$ cat src/rtl/param_up_down_counter.sv
// Parameterised up/down counter with wrap, saturate, ping-pong and one-shot
// bound handling, sticky overflow/underflow flags and a terminal-count pulse.
module param_up_down_counter #(
  parameter int WIDTH = 8
) (
  input  logic             clk,
  input  logic             rst,
  input  logic             en,
  input  logic             load,
  input  logic [WIDTH-1:0] data_in,
  input  logic             up_down,
  input  logic [1:0]       mode,
  input  logic [WIDTH-1:0] step,
  input  logic [WIDTH-1:0] min_val,
  input  logic [WIDTH-1:0] max_val,
  input  logic             clr_flags,
  output logic [WIDTH-1:0] count,
  output logic             dir,
  output logic             tc,
  output logic             done,
  output logic             ovf,
  output logic             udf,
  output logic             err
);

  typedef enum logic [1:0] {
    MODE_WRAP    = 2'b00,
    MODE_SAT     = 2'b01,
    MODE_PING    = 2'b10,
    MODE_ONESHOT = 2'b11
  } mode_t;

  mode_t            mode_sel;
  logic             eff_up;
  logic [WIDTH:0]   sum_up;
  logic [WIDTH:0]   lim_dn;
  logic             up_evt;
  logic             dn_evt;
  logic [WIDTH-1:0] load_val;

  logic [WIDTH-1:0] count_n;
  logic             dir_n;
  logic             done_n;
  logic             tc_n;
  logic             set_ovf;
  logic             set_udf;

  assign mode_sel = mode_t'(mode);
  assign err      = (min_val > max_val);

  // Bound tests are done one bit wider so count+step and min+step never wrap.
  always_comb begin
    eff_up = (mode_sel == MODE_PING) ? dir : up_down;
    sum_up = {1'b0, count} + {1'b0, step};
    lim_dn = {1'b0, min_val} + {1'b0, step};
    up_evt = eff_up && (sum_up > {1'b0, max_val});
    dn_evt = !eff_up && ({1'b0, count} < lim_dn);
  end

  // Clamping is meaningless with inverted bounds, so load raw data then.
  always_comb begin
    load_val = data_in;
    if (!err) begin
      if (data_in < min_val)
        load_val = min_val;
      else if (data_in > max_val)
        load_val = max_val;
    end
  end

  always_comb begin
    count_n = count;
    dir_n   = dir;
    done_n  = done;
    tc_n    = 1'b0;
    set_ovf = 1'b0;
    set_udf = 1'b0;

    if (load) begin
      count_n = load_val;
      dir_n   = up_down;
      done_n  = 1'b0;
    end else if (err || done) begin
      count_n = count;
    end else if (en) begin
      if (mode_sel != MODE_PING)
        dir_n = up_down;
      if (up_evt) begin
        tc_n    = 1'b1;
        set_ovf = 1'b1;
        unique case (mode_sel)
          MODE_WRAP:    count_n = min_val;
          MODE_SAT:     count_n = max_val;
          MODE_PING: begin
            count_n = max_val;
            dir_n   = 1'b0;
          end
          MODE_ONESHOT: begin
            count_n = max_val;
            done_n  = 1'b1;
          end
          default:      count_n = count;
        endcase
      end else if (dn_evt) begin
        tc_n    = 1'b1;
        set_udf = 1'b1;
        unique case (mode_sel)
          MODE_WRAP:    count_n = max_val;
          MODE_SAT:     count_n = min_val;
          MODE_PING: begin
            count_n = min_val;
            dir_n   = 1'b1;
          end
          MODE_ONESHOT: begin
            count_n = min_val;
            done_n  = 1'b1;
          end
          default:      count_n = count;
        endcase
      end else if (eff_up) begin
        count_n = sum_up[WIDTH-1:0];
      end else begin
        count_n = count - step;
      end
    end
  end

  always_ff @(posedge clk or posedge rst) begin
    if (rst) begin
      count <= '0;
      dir   <= 1'b1;
      tc    <= 1'b0;
      done  <= 1'b0;
      ovf   <= 1'b0;
      udf   <= 1'b0;
    end else begin
      count <= count_n;
      dir   <= dir_n;
      tc    <= tc_n;
      done  <= done_n;
      // A same-cycle event beats clr_flags.
      ovf   <= (ovf & ~clr_flags) | set_ovf;
      udf   <= (udf & ~clr_flags) | set_udf;
    end
  end

endmodule

$ cat config.mk
export PLATFORM = sky130hd
export DESIGN_NAME = param_up_down_counter
export DESIGN_NICKNAME = d
export VERILOG_FILES = /design/src/rtl/param_up_down_counter.sv
export SDC_FILE = /design/constraint.sdc
export NUM_CORES = 1
export LEC_CHECK = 0
export ABC_AREA = 1
export BUFFER_PORTS_ARGS = -buffer_cell sky130_fd_sc_hd__buf_4
export CORE_UTILIZATION = 30
export DETAILED_ROUTE_END_ITERATION = 10
export GPL_ROUTABILITY_DRIVEN = 0
export GPL_TIMING_DRIVEN = 0
export HOLD_SLACK_MARGIN = 0.06
export PLACE_DENSITY_LB_ADDON = 0.05
export SLEW_MARGIN = 20
export SYNTH_ARGS = -nofsm -noshare
export SYNTH_HDL_FRONTEND = slang
export SYNTH_SLANG_ARGS = --single-unit
$ cat constraint.sdc
create_clock -name clk -period 2.6 [get_ports clk]
set_clock_uncertainty 0.1 [all_clocks]
set_input_delay 0.52 -clock clk [delete_from_list [all_inputs] [get_ports clk]]
set_output_delay 0.52 -clock clk [all_outputs]
set_load 0.05 [all_outputs]
==> impl_results.html, run 1 <==
<table>
<tr><th>Metric</th><th>Value</th></tr>
<tr><th colspan="2">Final layout</th></tr>
<tr><td>Final standard cell count with taps included and fillers excluded</td><td>783</td></tr>
<tr><td>Area Overhead vs Synth</td><td>39.38%</td></tr>
<tr><td>Fillcell total</td><td>1,185</td></tr>
<tr><td>Fraction of layout cells with a size suffix above 1</td><td>31.73%</td></tr>
<tr><td>Number of nets at the end of the flow</td><td>748</td></tr>
<tr><td>Antenna cell count</td><td>0</td></tr>
<tr><th colspan="2">Critical path</th></tr>
<tr><td>Worst-case register-to-register setup slack</td><td>-0.30 ns</td></tr>
<tr><td>Startpoint type of the worst setup path</td><td>flop</td></tr>
<tr><td>Critical path class</td><td>flop to flop</td></tr>
<tr><td>Reg-to-reg critical path startpoint</td><td>count[0]</td></tr>
<tr><td>R2R depth</td><td>18</td></tr>
<tr><td>Arrival time worst endpoint</td><td>2.93 ns</td></tr>
<tr><td>Sort of element at the end of the critical path</td><td>flop</td></tr>
<tr><td>Crit path required time</td><td>2.63 ns</td></tr>
<tr><td>R2r endpoint</td><td>count[4]</td></tr>
<tr><td>Worst-path maximum fanout</td><td>6</td></tr>
<tr><th colspan="2">Synth</th></tr>
<tr><td>Most frequently used cell type in the post-synthesis netlist</td><td>sky130_fd_sc_hd__nand2_1</td></tr>
<tr><td>Post-synth ARST share</td><td>100.0%</td></tr>
<tr><td>Syn Area/Cell</td><td>6.144 sq um</td></tr>
<tr><td>Area share of the largest cell type after synthesis</td><td>22.18%</td></tr>
<tr><td>Synth cell count leaders</td><td>sky130_fd_sc_hd__nand2_1 (144), sky130_fd_sc_hd__inv_1 (96), sky130_fd_sc_hd__nand3_1 (70)</td></tr>
<tr><td>Cell taking the most area after synthesis</td><td>sky130_fd_sc_hd__ha_1</td></tr>
<tr><td>Number of enable-type register cells in the synthesized netlist</td><td>0</td></tr>
<tr><td>Synth cell types</td><td>40</td></tr>
<tr><td>Yosys warning count</td><td>0</td></tr>
<tr><td>Register area share after synthesis</td><td>9.491%</td></tr>
<tr><td>Gate count of the mapped netlist</td><td>560</td></tr>
<tr><td>Prevailing post-synth register cell</td><td>sky130_fd_sc_hd__dfrtp_1</td></tr>
<tr><td>Most area-consuming cells after synthesis</td><td>sky130_fd_sc_hd__ha_1 (22%), sky130_fd_sc_hd__nand2_1 (16%), sky130_fd_sc_hd__inv_1 (10%)</td></tr>
<tr><td>Net count after synthesis</td><td>664</td></tr>
<tr><td>Mapped Area</td><td>3441 sq um</td></tr>
<tr><td>Register bit count reported by yosys</td><td>13</td></tr>
<tr><th colspan="2">Hold path</th></tr>
<tr><td>Worst Hold Class</td><td>input pin to asynchronous set/reset pin</td></tr>
<tr><th colspan="2">Run</th></tr>
<tr><td>Max-cap violations</td><td>0</td></tr>
<tr><th colspan="2">Timing</th></tr>
<tr><td>Final Hold Violating Endpoints</td><td>0</td></tr>
<tr><td>Worst max-slew margin expressed relative to the limit</td><td>50.31%</td></tr>
<tr><td>Final WS setup</td><td>-0.3028 ns</td></tr>
<tr><td>Period utilization</td><td>111.6%</td></tr>
<tr><td>Final count of pins violating max slew</td><td>0</td></tr>
<tr><td>RSZ-0062 raised after global routing</td><td>true</td></tr>
<tr><td>Max Freq</td><td>344.5 MHz</td></tr>
<tr><td>Worst Tran Pin Value</td><td>0.7426 ns</td></tr>
<tr><td>Final critical delay including setup and external delays</td><td>2.903 ns</td></tr>
<tr><td>Endpoints failing setup</td><td>14</td></tr>
<tr><th colspan="2">Global route</th></tr>
<tr><td>First-pass GRT wire length</td><td>18,200 um</td></tr>
<tr><td>Remaining Overflow, GRT</td><td>0</td></tr>
<tr><td>Total Routing Usage GR</td><td>20.05%</td></tr>
<tr><td>Initial antenna violation count</td><td>0</td></tr>
<tr><td>Vias in the first global route</td><td>3,609</td></tr>
<tr><td>Pin count of the biggest net entering global routing</td><td>14</td></tr>
<tr><th colspan="2">Drt</th></tr>
<tr><td>Routed Antenna Nets</td><td>0</td></tr>
<tr><td>Total vias in the final route</td><td>3,766</td></tr>
<tr><td>WL per Instance</td><td>14.83 um</td></tr>
<tr><td>Per-cell via count in the routed design</td><td>4.810</td></tr>
<tr><td>First-pass iteration count of the detailed router</td><td>4</td></tr>
<tr><td>DRT Wirelength</td><td>11,610 um</td></tr>
<tr><td>Violation count after the first detailed-route iteration</td><td>127</td></tr>
<tr><td>Remaining DRCs</td><td>0</td></tr>
<tr><th colspan="2">Clock network</th></tr>
<tr><td>CTS tree</td><td>yes</td></tr>
<tr><td>Latest clock arrival within the worst-skew pair</td><td>0.25 ns</td></tr>
<tr><td>Post-CTS Hold Buffers</td><td>0</td></tr>
<tr><td>Total number of H-tree levels</td><td>1</td></tr>
<tr><td>Clk sink count</td><td>13</td></tr>
<tr><td>Number of buffers on the longest clock path</td><td>2</td></tr>
<tr><td>Clk pin slew, worst setup/hold paths</td><td>0.05 ns</td></tr>
<tr><td>CTS root buffer</td><td>sky130_fd_sc_hd__clkbuf_16</td></tr>
<tr><td>Number of buffers created by CTS</td><td>3</td></tr>
<tr><th colspan="2">Placement</th></tr>
<tr><td>Post-DP HPWL</td><td>9325 um</td></tr>
<tr><td>Total instance count after detailed placement</td><td>753</td></tr>
<tr><td>Count of input and output buffers</td><td>53</td></tr>
<tr><td>Post-Place Worst Slack</td><td>-0.7350 ns</td></tr>
<tr><th colspan="2">Floorplan</th></tr>
<tr><td>Full die area</td><td>11,900 sq um</td></tr>
<tr><td>Die Ht</td><td>109.1 um</td></tr>
<tr><td>Initial core utilization</td><td>31.33%</td></tr>
<tr><td>Cell row count</td><td>38</td></tr>
<tr><td>Total core area</td><td>10,980 sq um</td></tr>
<tr><td>Horizontal die dimension</td><td>109.1 um</td></tr>
<tr><td>Number of placed I/O pins</td><td>54</td></tr>
<tr><th colspan="2">Pwr</th></tr>
<tr><td>Switching Power</td><td>1.803 mW</td></tr>
<tr><td>Power share of the clock group</td><td>9.1%</td></tr>
<tr><td>Leakage</td><td>2.541 nW</td></tr>
<tr><td>Largest vdd supply drop</td><td>264.6 uV</td></tr>
<tr><td>Sequential group share of total power</td><td>10.3%</td></tr>
<tr><td>Cell area power density</td><td>696.4 nW/um^2</td></tr>
<tr><td>Switch share</td><td>54.00%</td></tr>
<tr><td>Internal cell power</td><td>1.536 mW</td></tr>
<tr><td>Part of the total power dissipated in combinational logic</td><td>80.6%</td></tr>
<tr><td>Final total power</td><td>3.340 mW</td></tr>
<tr><th colspan="2">Status</th></tr>
<tr><td>Status</td><td>finished with violations</td></tr>
<tr><td>Failing checks</td><td>setup timing</td></tr>
</table>
## worst max path at each step
stage,end,from,slack (ns)
2_1_floorplan,count[0],count[0],-0.25
3_3_place_gp,done,step[0],-0.74
3_5_place_dp,done,step[0],-0.73
4_1_cts,count[5],count[0],-0.36
5_1_grt,count[5],count[0],-0.50
6_report,count[4],count[0],-0.30
## state kept, by name, summed over array words and instances, names as in the netlist
register,count
count,8
done,1
dir,1
ovf,1
udf,1
tc,1
## stage by stage
step,hold WS (ns),TNS (ns),cell area [sq um],utilization (%)
final,0.2346,-3.237,4796,43.67
after global routing,0.2947,-5.842,4796,43.67
after CTS,0.2628,-3.975,4562,41.54
after detailed placement,0.3763,-8.907,4090,37.24
after global placement,0.3764,-8.896,4090,37.24
after floorplan,0.2959,-2.512,3517,-
## kinds of logic (layout without fill, tap and decap cells)
logic type | after synthesis | count (layout) | synth area share (%)
AND/OR/NAND/NOR | 265 | 269 | 34.40
buffers and inverters | 112 | 191 | 13.31
AO/OA/AOI/OAI | 96 | 96 | 16.33
adder cells (fa/ha/maj) | 64 | 64 | 23.93
flip-flops | 13 | 13 | 9.491
XOR/XNOR | 10 | 10 | 2.545
## repair_timing
| action | 4_1_cts | 5_1_grt |
|---|---|---|
| resized for setup | 55 | 42 |
| pin swaps | 34 | 43 |
| endpoints found under the setup margin | 14 | 14 |
| gates cloned | 4 | 0 |
| setup buffers | 16 | 7 |
## power groups by stage
| stage | registers, mW | clock network [mW] | logic [mW] |
|---|---|---|---|
| floorplan | 0.507 | 0 | 1.35 |
| global placement | 0.353 | 0 | 2.04 |
| detailed placement | 0.356 | 0 | 2.04 |
| CTS | 0.337 | 0.310 | 2.51 |
| global route | 0.352 | 0.319 | 2.97 |
| finish | 0.343 | 0.305 | 2.69 |
## critical path, stage by stage (launching register included)
cell and delay, ns:
sky130_fd_sc_hd__dfrtp_2 0.43, sky130_fd_sc_hd__ha_4 0.17, sky130_fd_sc_hd__fa_2 0.35, sky130_fd_sc_hd__nand3_2 0.09
sky130_fd_sc_hd__nand2_4 0.08, sky130_fd_sc_hd__xor2_2 0.16, sky130_fd_sc_hd__ha_1 0.33, sky130_fd_sc_hd__a21oi_1 0.19
sky130_fd_sc_hd__nand3_2 0.10, sky130_fd_sc_hd__nand2_2 0.07, sky130_fd_sc_hd__nand2_1 0.04, sky130_fd_sc_hd__nand2_1 0.06
sky130_fd_sc_hd__nand2_2 0.07, sky130_fd_sc_hd__nand2_4 0.11, sky130_fd_sc_hd__nand2_8 0.10, sky130_fd_sc_hd__nand2_4 0.13
sky130_fd_sc_hd__nand3_2 0.08, sky130_fd_sc_hd__nand2_1 0.08, sky130_fd_sc_hd__a21oi_2 0.05
## layer usage
metal  routed length (um)  GRT usage, %  part of all wire (%)  vias up
li1                     -             -                     -     1996
met5                    0             0                     0        -
met4                   96         2.992                  0.83        0
met3                  344        0.7770                   3.0        4
met2                 5703         36.25                    49       53
met1                 5466         26.63                    47     1713
## cell usage in the layout, fill, tap and decap left out, drive strengths merged
cell type	instances
a21boi	1
a21o	3
a21oi	46
a31oi	2
and2	3
buf	80
clkbuf	10
clkinv	1
clkinvlp	1
dfrtp	12
dfstp	1
fa	3
ha	61
inv	99
nand2	157
nand3	72
nand3b	1
nand4	6
nor2	25
nor3	2
o21a	1
o21ai	39
o21bai	3
o31ai	1
or2	3
xnor2	4
xor2	6
## final cells by class
cell class	instances	area (sq um)	share of cell area [%]
buffer	11	82.58	1.722
clock buffer	4	78.83	1.644
inverter	101	385.4	8.035
multi-input combinational	439	3138	65.43
sequential	13	332.8	6.940
tap	140	175.2	3.652
timing repair buffer	75	603.1	12.57
(Power assumes the default switching activity.)
==> run 2: changes to the inputs <==
--- a/config.mk
+++ b/config.mk
@@ -7,12 +7,13 @@
 export LEC_CHECK = 0
 export ABC_AREA = 1
 export BUFFER_PORTS_ARGS = -buffer_cell sky130_fd_sc_hd__buf_4
-export CORE_UTILIZATION = 30
+export CORE_UTILIZATION = 45
 export DETAILED_ROUTE_END_ITERATION = 10
 export GPL_ROUTABILITY_DRIVEN = 0
 export GPL_TIMING_DRIVEN = 0
 export HOLD_SLACK_MARGIN = 0.06
 export PLACE_DENSITY_LB_ADDON = 0.05
+export SKIP_LAST_GASP = 1
 export SLEW_MARGIN = 20
 export SYNTH_ARGS = -nofsm -noshare
 export SYNTH_HDL_FRONTEND = slang
==> impl_results.html, run 2 (synthesis gave the netlist of run 1 again) <==
<table>
<tr><th>Metric</th><th>Value</th></tr>
<tr><th colspan="2">Drt</th></tr>
<tr><td>Routed Antenna Nets</td><td>0 (unchanged)</td></tr>
<tr><td>First-pass iteration count of the detailed router</td><td>5 (was 4)</td></tr>
<tr><td>DRT Wirelength</td><td>10,530 um (was 11,610 um)</td></tr>
<tr><td>WL per Instance</td><td>14.12 um (was 14.83 um)</td></tr>
<tr><td>Violation count after the first detailed-route iteration</td><td>169 (was 127)</td></tr>
<tr><td>Total vias in the final route</td><td>3,836 (was 3,766)</td></tr>
<tr><td>Remaining DRCs</td><td>0 (unchanged)</td></tr>
<tr><td>Per-cell via count in the routed design</td><td>5.142 (was 4.810)</td></tr>
<tr><th colspan="2">Hold path</th></tr>
<tr><td>Worst Hold Class</td><td>input pin to asynchronous set/reset pin (unchanged)</td></tr>
<tr><th colspan="2">Global route</th></tr>
<tr><td>Vias in the first global route</td><td>3,469 (was 3,609)</td></tr>
<tr><td>Met2 Use GR</td><td>48.30% (was 36.25%)</td></tr>
<tr><td>Remaining Overflow, GRT</td><td>0 (unchanged)</td></tr>
<tr><td>Initial antenna violation count</td><td>0 (unchanged)</td></tr>
<tr><td>Total Routing Usage GR</td><td>26.25% (was 20.05%)</td></tr>
<tr><td>GR Layer Usage met1</td><td>33.78% (was 26.63%)</td></tr>
<tr><td>Global routing met3 resource utilization</td><td>1.754% (was 0.7770%)</td></tr>
<tr><td>First-pass GRT wire length</td><td>16,080 um (was 18,200 um)</td></tr>
<tr><td>Layer carrying the most global-route usage</td><td>met2 (unchanged)</td></tr>
<tr><td>Pin count of the biggest net entering global routing</td><td>19 (was 14)</td></tr>
<tr><th colspan="2">Pwr</th></tr>
<tr><td>Cell area power density</td><td>673.5 nW/um^2 (was 696.4 nW/um^2)</td></tr>
<tr><td>Part of the total power dissipated in combinational logic</td><td>82.7% (was 80.6%)</td></tr>
<tr><td>Switching Power</td><td>1.710 mW (was 1.803 mW)</td></tr>
<tr><td>Leakage</td><td>2.510 nW (was 2.541 nW)</td></tr>
<tr><td>Power share of the clock group</td><td>6.5% (was 9.1%)</td></tr>
<tr><td>Switch share</td><td>55.15% (was 54.00%)</td></tr>
<tr><td>Largest vdd supply drop</td><td>236.6 uV (was 264.6 uV)</td></tr>
<tr><td>Internal cell power</td><td>1.391 mW (was 1.536 mW)</td></tr>
<tr><td>Sequential group share of total power</td><td>10.8% (was 10.3%)</td></tr>
<tr><th colspan="2">Floorplan</th></tr>
<tr><td>Full die area</td><td>8000 sq um (was 11,900 sq um)</td></tr>
<tr><td>Total core area</td><td>7331 sq um (was 10,980 sq um)</td></tr>
<tr><td>Number of placed I/O pins</td><td>54 (unchanged)</td></tr>
<tr><td>Die Ht</td><td>89.44 um (was 109.1 um)</td></tr>
<tr><td>Horizontal die dimension</td><td>89.44 um (was 109.1 um)</td></tr>
<tr><td>Cell row count</td><td>31 (was 38)</td></tr>
<tr><td>Initial core utilization</td><td>46.94% (was 31.33%)</td></tr>
<tr><th colspan="2">Final layout</th></tr>
<tr><td>Leading cell type in the layout, fill and taps excluded</td><td>sky130_fd_sc_hd__nand2_1 (unchanged)</td></tr>
<tr><td>Top register by number of flip-flops</td><td>count (unchanged)</td></tr>
<tr><td>Finished Cell Area</td><td>4604 sq um (was 4796 sq um)</td></tr>
<tr><td>Final standard cell count with taps included and fillers excluded</td><td>746 (was 783)</td></tr>
<tr><td>Top library cells by usage in the layout, fill and taps aside</td><td>sky130_fd_sc_hd__nand2_1 (129), sky130_fd_sc_hd__inv_1 (90), sky130_fd_sc_hd__buf_4 (76) (was sky130_fd_sc_hd__nand2_1 (121), sky130_fd_sc_hd__inv_1 (88), sky130_fd_sc_hd__buf_4 (71))</td></tr>
<tr><td>Number of nets at the end of the flow</td><td>752 (was 748)</td></tr>
<tr><td>Antenna cell count</td><td>0 (unchanged)</td></tr>
<tr><td>Util after Layout</td><td>62.81% (was 43.67%)</td></tr>
<tr><td>Fraction of layout cells with a size suffix above 1</td><td>28.59% (was 31.73%)</td></tr>
<tr><td>Fillcell total</td><td>706 (was 1,185)</td></tr>
<tr><td>Area Overhead vs Synth</td><td>33.82% (was 39.38%)</td></tr>
<tr><td>Flip-flop count of the largest register after layout</td><td>8 (unchanged)</td></tr>
<tr><th colspan="2">Timing</th></tr>
<tr><td>Worst Tran Pin Value</td><td>0.5393 ns (was 0.7426 ns)</td></tr>
<tr><td>Period utilization</td><td>113.3% (was 111.6%)</td></tr>
<tr><td>Worst max-slew margin expressed relative to the limit</td><td>64.01% (was 50.31%)</td></tr>
<tr><td>Final WS setup</td><td>-0.3454 ns (was -0.3028 ns)</td></tr>
<tr><td>RSZ-0062 raised after global routing</td><td>true (unchanged)</td></tr>
<tr><td>Final critical delay including setup and external delays</td><td>2.945 ns (was 2.903 ns)</td></tr>
<tr><td>Final Hold Violating Endpoints</td><td>0 (unchanged)</td></tr>
<tr><td>Endpoints failing setup</td><td>13 (was 14)</td></tr>
<tr><td>Max Freq</td><td>339.5 MHz (was 344.5 MHz)</td></tr>
<tr><td>Final count of pins violating max slew</td><td>0 (unchanged)</td></tr>
<tr><th colspan="2">Clock network</th></tr>
<tr><td>Total number of H-tree levels</td><td>1 (unchanged)</td></tr>
<tr><td>Clk pin slew, worst setup/hold paths</td><td>0.07 ns (was 0.05 ns)</td></tr>
<tr><td>Latest clock arrival within the worst-skew pair</td><td>0.25 ns (about the same)</td></tr>
<tr><td>Post-CTS Hold Buffers</td><td>0 (unchanged)</td></tr>
<tr><td>Number of buffers on the longest clock path</td><td>2 (unchanged)</td></tr>
<tr><td>Number of buffers created by CTS</td><td>3 (unchanged)</td></tr>
<tr><td>CTS root buffer</td><td>sky130_fd_sc_hd__clkbuf_8 (was sky130_fd_sc_hd__clkbuf_16)</td></tr>
<tr><td>CTS tree</td><td>yes (unchanged)</td></tr>
<tr><td>Clk sink count</td><td>13 (unchanged)</td></tr>
<tr><th colspan="2">Critical path</th></tr>
<tr><td>Arrival time worst endpoint</td><td>2.99 ns (was 2.93 ns)</td></tr>
<tr><td>Crit path required time</td><td>2.64 ns (was 2.63 ns)</td></tr>
<tr><td>Critical path class</td><td>flop to flop (unchanged)</td></tr>
<tr><td>Startpoint type of the worst setup path</td><td>flop (unchanged)</td></tr>
<tr><td>Sort of element at the end of the critical path</td><td>flop (unchanged)</td></tr>
<tr><td>Worst-path maximum fanout</td><td>7 (was 6)</td></tr>
<tr><th colspan="2">Placement</th></tr>
<tr><td>Cell Area, Placed</td><td>4039 sq um (was 4090 sq um)</td></tr>
<tr><td>Count of input and output buffers</td><td>53 (unchanged)</td></tr>
<tr><td>Post-Place Worst Slack</td><td>-0.6486 ns (was -0.7350 ns)</td></tr>
<tr><td>Post-DP HPWL</td><td>8285 um (was 9325 um)</td></tr>
<tr><td>Total instance count after detailed placement</td><td>712 (was 753)</td></tr>
<tr><th colspan="2">Status</th></tr>
<tr><td>Status</td><td>finished with violations (unchanged)</td></tr>
<tr><td>Failing checks</td><td>setup timing (unchanged)</td></tr>
<tr><th colspan="2">Run</th></tr>
<tr><td>Max-cap violations</td><td>0 (unchanged)</td></tr>
</table>
==> run 2: cell count changes in the layout (fill, tap and decap cells not counted), moves of 4 or more <==
cell / change
sky130_fd_sc_hd__nand3_2: -10
sky130_fd_sc_hd__nand2_1: +8
sky130_fd_sc_hd__nand3_1: +10
sky130_fd_sc_hd__buf_4: +5
sky130_fd_sc_hd__nand2_2: -4
==> run 2: final cells by class <==
cell class,count,area (sq um),share of cell area [%]
multi-input cells,439,3007,65.30
repair buffers,80,631.9,13.72
inverters,101,391.6,8.505
flip-flops and latches,13,334.1,7.255
well taps,99,123.9,2.690
plain buffers,10,71.32,1.549
clock buffers,4,45.04,0.9783
==> run 2: worst paths after layout <==
check | startpoint | endpoint | slack [ns] | cells after the start
setup / recovery | count[3] | count[6] | -0.35 | 23
hold / removal | rst | count[6] | 0.21 | 2
setup reg to reg | count[3] | count[6] | -0.35 | 23
hold reg to reg | dir | dir | 0.39 | 2
max in group asynchronous | rst | count[5] | 1.80 | 2
min in group clk | clr_flags | udf | 0.34 | 2
==> run 2: critical path, cell delays in order, from the launching register on <==
cell	delay (ns)
sky130_fd_sc_hd__dfrtp_2	0.42
sky130_fd_sc_hd__ha_1	0.28
sky130_fd_sc_hd__buf_6	0.14
sky130_fd_sc_hd__inv_6	0.07
sky130_fd_sc_hd__nand3_4	0.08
sky130_fd_sc_hd__nand2_4	0.10
sky130_fd_sc_hd__nand2_4	0.06
sky130_fd_sc_hd__o21bai_1	0.17
sky130_fd_sc_hd__nand2_1	0.09
sky130_fd_sc_hd__and2_4	0.17
sky130_fd_sc_hd__ha_4	0.27
sky130_fd_sc_hd__nand2_2	0.05
sky130_fd_sc_hd__inv_2	0.05
sky130_fd_sc_hd__nand2_1	0.04
sky130_fd_sc_hd__nand2_1	0.05
sky130_fd_sc_hd__nand2_1	0.05
sky130_fd_sc_hd__nand2_2	0.08
sky130_fd_sc_hd__nand2_4	0.09
sky130_fd_sc_hd__nand2_8	0.14
sky130_fd_sc_hd__nand3_2	0.08
sky130_fd_sc_hd__nand2_1	0.07
sky130_fd_sc_hd__inv_1	0.05
sky130_fd_sc_hd__nand2_1	0.08
sky130_fd_sc_hd__a21oi_2	0.05
==> run 2: power by group through the flow <==
stage | registers (mW) | clock network, mW | logic, mW
final | 0.336 | 0.200 | 2.56
after global routing | 0.346 | 0.208 | 2.82
after detailed placement | 0.350 | 0 | 2.02
after CTS | 0.335 | 0.195 | 2.34
after floorplan | 0.507 | 0 | 1.35
after global placement | 0.346 | 0 | 1.99
==> run 2: routing by layer <==
layer / wire length (um) / vias to the layer above
met5: 0 / -
met4: 71 / 0
met3: 464 / 6
met2: 5372 / 90
met1: 4623 / 1731
li1: - / 2009
==> run 2: metrics by stage <==
step | TNS, ns | total power [mW] | hold slack [ns]
after floorplan | -2.512 | 1.853 | 0.2959
after global placement | -7.435 | 2.332 | 0.3776
after detailed placement | -7.885 | 2.366 | 0.3798
after CTS | -3.947 | 2.867 | 0.2346
after global routing | -5.955 | 3.374 | 0.2648
final | -3.619 | 3.101 | 0.2084
==> run 2: what timing repair did <==
item | in CTS | in global routing
endpoints found under the setup margin | 14 | 14
gates cloned | 3 | 1
hold endpoints to repair | 0 | 0
setup buffers | 10 | 17
pin swaps | 39 | 20
resized for setup | 37 | 28
==> run 3: changes to the inputs <==
--- a/config.mk
+++ b/config.mk
@@ -6,9 +6,9 @@
 export NUM_CORES = 1
 export LEC_CHECK = 0
 export ABC_AREA = 1
-export BUFFER_PORTS_ARGS = -buffer_cell sky130_fd_sc_hd__buf_4
 export CORE_UTILIZATION = 45
 export DETAILED_ROUTE_END_ITERATION = 10
+export DONT_BUFFER_PORTS = 1
 export GPL_ROUTABILITY_DRIVEN = 0
 export GPL_TIMING_DRIVEN = 0
 export HOLD_SLACK_MARGIN = 0.06
==> impl_results.html, run 3 (synthesis gave the netlist of run 1 again) <==
<table>
<tr><th>Metric</th><th>Value</th></tr>
<tr><th colspan="2">Status</th></tr>
<tr><td>Status</td><td>finished with violations (unchanged)</td></tr>
<tr><td>Failing checks</td><td>setup timing (unchanged)</td></tr>
<tr><th colspan="2">Final layout</th></tr>
<tr><td>Fraction of layout cells with a size suffix above 1</td><td>22.51% (was 28.59%)</td></tr>
<tr><td>Antenna cell count</td><td>0 (unchanged)</td></tr>
<tr><td>Top library cells by usage in the layout, fill and taps aside</td><td>sky130_fd_sc_hd__nand2_1 (124), sky130_fd_sc_hd__inv_1 (90), sky130_fd_sc_hd__nand3_1 (55) (was sky130_fd_sc_hd__nand2_1 (129), sky130_fd_sc_hd__inv_1 (90), sky130_fd_sc_hd__buf_4 (76))</td></tr>
<tr><td>Flip-flop count of the largest register after layout</td><td>8 (unchanged)</td></tr>
<tr><td>Top register by number of flip-flops</td><td>count (unchanged)</td></tr>
<tr><td>Area Overhead vs Synth</td><td>20.65% (was 33.82%)</td></tr>
<tr><td>Number of nets at the end of the flow</td><td>687 (was 752)</td></tr>
<tr><td>Util after Layout</td><td>56.63% (was 62.81%)</td></tr>
<tr><td>Leading cell type in the layout, fill and taps excluded</td><td>sky130_fd_sc_hd__nand2_1 (unchanged)</td></tr>
<tr><th colspan="2">Critical path</th></tr>
<tr><td>R2R depth</td><td>13 (was 23)</td></tr>
<tr><td>Worst-path maximum fanout</td><td>7 (unchanged)</td></tr>
<tr><td>Sort of element at the end of the critical path</td><td>flop (unchanged)</td></tr>
<tr><td>Reg-to-reg critical path startpoint</td><td>count[6] (was count[3])</td></tr>
<tr><td>Critical path class</td><td>flop to flop (unchanged)</td></tr>
<tr><td>Startpoint type of the worst setup path</td><td>flop (unchanged)</td></tr>
<tr><td>Crit path launch</td><td>count[6] (was count[3])</td></tr>
<tr><td>Crit path required time</td><td>2.68 ns (was 2.64 ns)</td></tr>
<tr><td>R2r endpoint</td><td>dir (was count[6])</td></tr>
<tr><td>Worst-case register-to-register setup slack</td><td>-0.49 ns (was -0.35 ns)</td></tr>
<tr><td>Crit path capture</td><td>dir (was count[6])</td></tr>
<tr><td>Arrival time worst endpoint</td><td>3.17 ns (was 2.99 ns)</td></tr>
<tr><th colspan="2">Timing</th></tr>
<tr><td>Worst max-slew margin expressed relative to the limit</td><td>59.69% (was 64.01%)</td></tr>
<tr><td>Final count of pins violating max slew</td><td>0 (unchanged)</td></tr>
<tr><td>Period utilization</td><td>118.9% (was 113.3%)</td></tr>
<tr><td>Final WS setup</td><td>-0.4918 ns (was -0.3454 ns)</td></tr>
<tr><td>Setup TNS</td><td>-5.310 ns (was -3.619 ns)</td></tr>
<tr><td>Final Hold Violating Endpoints</td><td>0 (unchanged)</td></tr>
<tr><td>Max Freq</td><td>323.4 MHz (was 339.5 MHz)</td></tr>
<tr><td>Post-Route Hold Slack</td><td>0.1054 ns (was 0.2084 ns)</td></tr>
<tr><td>Worst Tran Pin Value</td><td>0.6046 ns (was 0.5393 ns)</td></tr>
<tr><td>RSZ-0062 raised after global routing</td><td>true (unchanged)</td></tr>
<tr><td>Endpoints failing setup</td><td>12 (was 13)</td></tr>
<tr><td>Final critical delay including setup and external delays</td><td>3.092 ns (was 2.945 ns)</td></tr>
<tr><th colspan="2">Pwr</th></tr>
<tr><td>Sequential group share of total power</td><td>18.9% (was 10.8%)</td></tr>
<tr><td>Largest vdd supply drop</td><td>244.4 uV (was 236.6 uV)</td></tr>
<tr><td>Cell area power density</td><td>702.7 nW/um^2 (was 673.5 nW/um^2)</td></tr>
<tr><td>Leakage</td><td>2.199 nW (was 2.510 nW)</td></tr>
<tr><td>Power share of the clock group</td><td>6.6% (was 6.5%)</td></tr>
<tr><td>Switching Power</td><td>1.656 mW (was 1.710 mW)</td></tr>
<tr><td>Switch share</td><td>56.77% (was 55.15%)</td></tr>
<tr><td>Part of the total power dissipated in combinational logic</td><td>74.5% (was 82.7%)</td></tr>
<tr><td>Internal cell power</td><td>1.261 mW (was 1.391 mW)</td></tr>
<tr><th colspan="2">Global route</th></tr>
<tr><td>Pin count of the biggest net entering global routing</td><td>14 (was 19)</td></tr>
<tr><td>Total Routing Usage GR</td><td>25.40% (was 26.25%)</td></tr>
<tr><td>Vias in the first global route</td><td>3,323 (was 3,469)</td></tr>
<tr><td>First-pass GRT wire length</td><td>15,510 um (was 16,080 um)</td></tr>
<tr><td>Remaining Overflow, GRT</td><td>0 (unchanged)</td></tr>
<tr><td>Initial antenna violation count</td><td>0 (unchanged)</td></tr>
<tr><th colspan="2">Drt</th></tr>
<tr><td>First-pass iteration count of the detailed router</td><td>4 (was 5)</td></tr>
<tr><td>Per-cell via count in the routed design</td><td>5.267 (was 5.142)</td></tr>
<tr><td>Remaining DRCs</td><td>0 (unchanged)</td></tr>
<tr><td>Routed Antenna Nets</td><td>0 (unchanged)</td></tr>
<tr><td>Total vias in the final route</td><td>3,587 (was 3,836)</td></tr>
<tr><td>Violation count after the first detailed-route iteration</td><td>84 (was 169)</td></tr>
<tr><td>DRT Wirelength</td><td>10,100 um (was 10,530 um)</td></tr>
<tr><td>WL per Instance</td><td>14.82 um (was 14.12 um)</td></tr>
<tr><th colspan="2">Clock network</th></tr>
<tr><td>Clk sink count</td><td>13 (unchanged)</td></tr>
<tr><td>Latest clock arrival within the worst-skew pair</td><td>0.25 ns (about the same)</td></tr>
<tr><td>Number of buffers on the longest clock path</td><td>2 (unchanged)</td></tr>
<tr><td>Total number of H-tree levels</td><td>1 (unchanged)</td></tr>
<tr><td>Number of buffers created by CTS</td><td>3 (unchanged)</td></tr>
<tr><td>CTS tree</td><td>yes (unchanged)</td></tr>
<tr><td>Clk pin slew, worst setup/hold paths</td><td>0.06 ns (was 0.07 ns)</td></tr>
<tr><td>CTS root buffer</td><td>sky130_fd_sc_hd__clkbuf_8 (unchanged)</td></tr>
<tr><th colspan="2">Placement</th></tr>
<tr><td>Post-DP HPWL</td><td>8207 um (was 8285 um)</td></tr>
<tr><td>Count of input and output buffers</td><td>0 (was 53)</td></tr>
<tr><th colspan="2">Floorplan</th></tr>
<tr><td>Full die area</td><td>8000 sq um (unchanged)</td></tr>
<tr><td>Cell row count</td><td>31 (unchanged)</td></tr>
<tr><td>Initial core utilization</td><td>46.94% (unchanged)</td></tr>
<tr><td>Total core area</td><td>7331 sq um (unchanged)</td></tr>
<tr><td>Die Ht</td><td>89.44 um (unchanged)</td></tr>
<tr><td>Horizontal die dimension</td><td>89.44 um (unchanged)</td></tr>
<tr><td>Number of placed I/O pins</td><td>54 (unchanged)</td></tr>
<tr><th colspan="2">Run</th></tr>
<tr><td>Max-cap violations</td><td>0 (unchanged)</td></tr>
<tr><th colspan="2">Hold path</th></tr>
<tr><td>Worst Hold Class</td><td>input pin to asynchronous set/reset pin (unchanged)</td></tr>
</table>
==> run 3: critical path, cell delays in order, from the launching register on <==
cell	delay [ns]
sky130_fd_sc_hd__dfrtp_1	0.61
sky130_fd_sc_hd__ha_1	0.54
sky130_fd_sc_hd__nor2_1	0.10
sky130_fd_sc_hd__a21oi_1	0.20
sky130_fd_sc_hd__nand3_1	0.14
sky130_fd_sc_hd__and2_1	0.18
sky130_fd_sc_hd__ha_1	0.31
sky130_fd_sc_hd__nand4_1	0.18
sky130_fd_sc_hd__nand2_4	0.18
sky130_fd_sc_hd__nand2_4	0.11
sky130_fd_sc_hd__a31oi_1	0.19
sky130_fd_sc_hd__nand2_1	0.07
sky130_fd_sc_hd__nand2_1	0.06
sky130_fd_sc_hd__nand2_1	0.05
==> run 3: per-stage QoR <==
stage / setup slack (ns) / area, sq um / power, mW / cells
detailed placement: -0.5679 / 3641 / 2.203 / 659
global route: -0.6356 / 4151 / 3.185 / 681
finish: -0.4918 / 4151 / 2.917 / 681
CTS: -0.5259 / 3854 / 2.645 / 670
global placement: -0.5395 / 3641 / 2.180 / 659
floorplan: -0.2531 / 3517 / 1.853 / 560
==> run 3: worst min path at each step <==
stage / start / to / slack [ns] / cells past startpoint
2_1_floorplan: rst / count[4] / 0.30 / 1
3_3_place_gp: rst / done / 0.38 / 1
3_5_place_dp: rst / done / 0.39 / 1
4_1_cts: rst / count[5] / 0.12 / 1
5_1_grt: rst / done / 0.14 / 1
6_report: rst / done / 0.11 / 1
==> run 3: final cells by class <==
type	count	area [sq um]
repair buffers	16	136.4
well taps	99	123.9
fillers	743	3179
multi-input cells	439	3053
flip-flops and latches	13	344.1
clock buffers	4	45.04
inverters	101	389.1
plain buffers	9	60.06
==> run 3: what timing repair did <==
| item | 4_1_cts | 5_1_grt |
|---|---|---|
| pin swaps | 16 | 44 |
| resized for setup | 28 | 47 |
| setup endpoints to repair | 14 | 14 |
| cloned | 3 | 1 |
| hold buffers | 0 | 0 |
| buffers inserted | 4 | 13 |
==> run 3: power by group through the flow <==
| stage | combinational, mW | sequential, mW | clock [mW] |
|---|---|---|---|
| after floorplan | 1.35 | 0.507 | 0 |
| after global placement | 1.64 | 0.537 | 0 |
| after detailed placement | 1.66 | 0.539 | 0 |
| after CTS | 1.91 | 0.542 | 0.193 |
| after global routing | 2.42 | 0.565 | 0.202 |
| final | 2.17 | 0.551 | 0.192 |
==> run 3: routing by layer <==
layer / vias to the layer above / wire length [um] / global-route usage (%)
met5: - / 0 / 0
met4: 0 / 142 / 6.638
met3: 16 / 389 / 2.493
met2: 75 / 5018 / 46.43
met1: 1618 / 4544 / 31.68
li1: 1878 / - / -
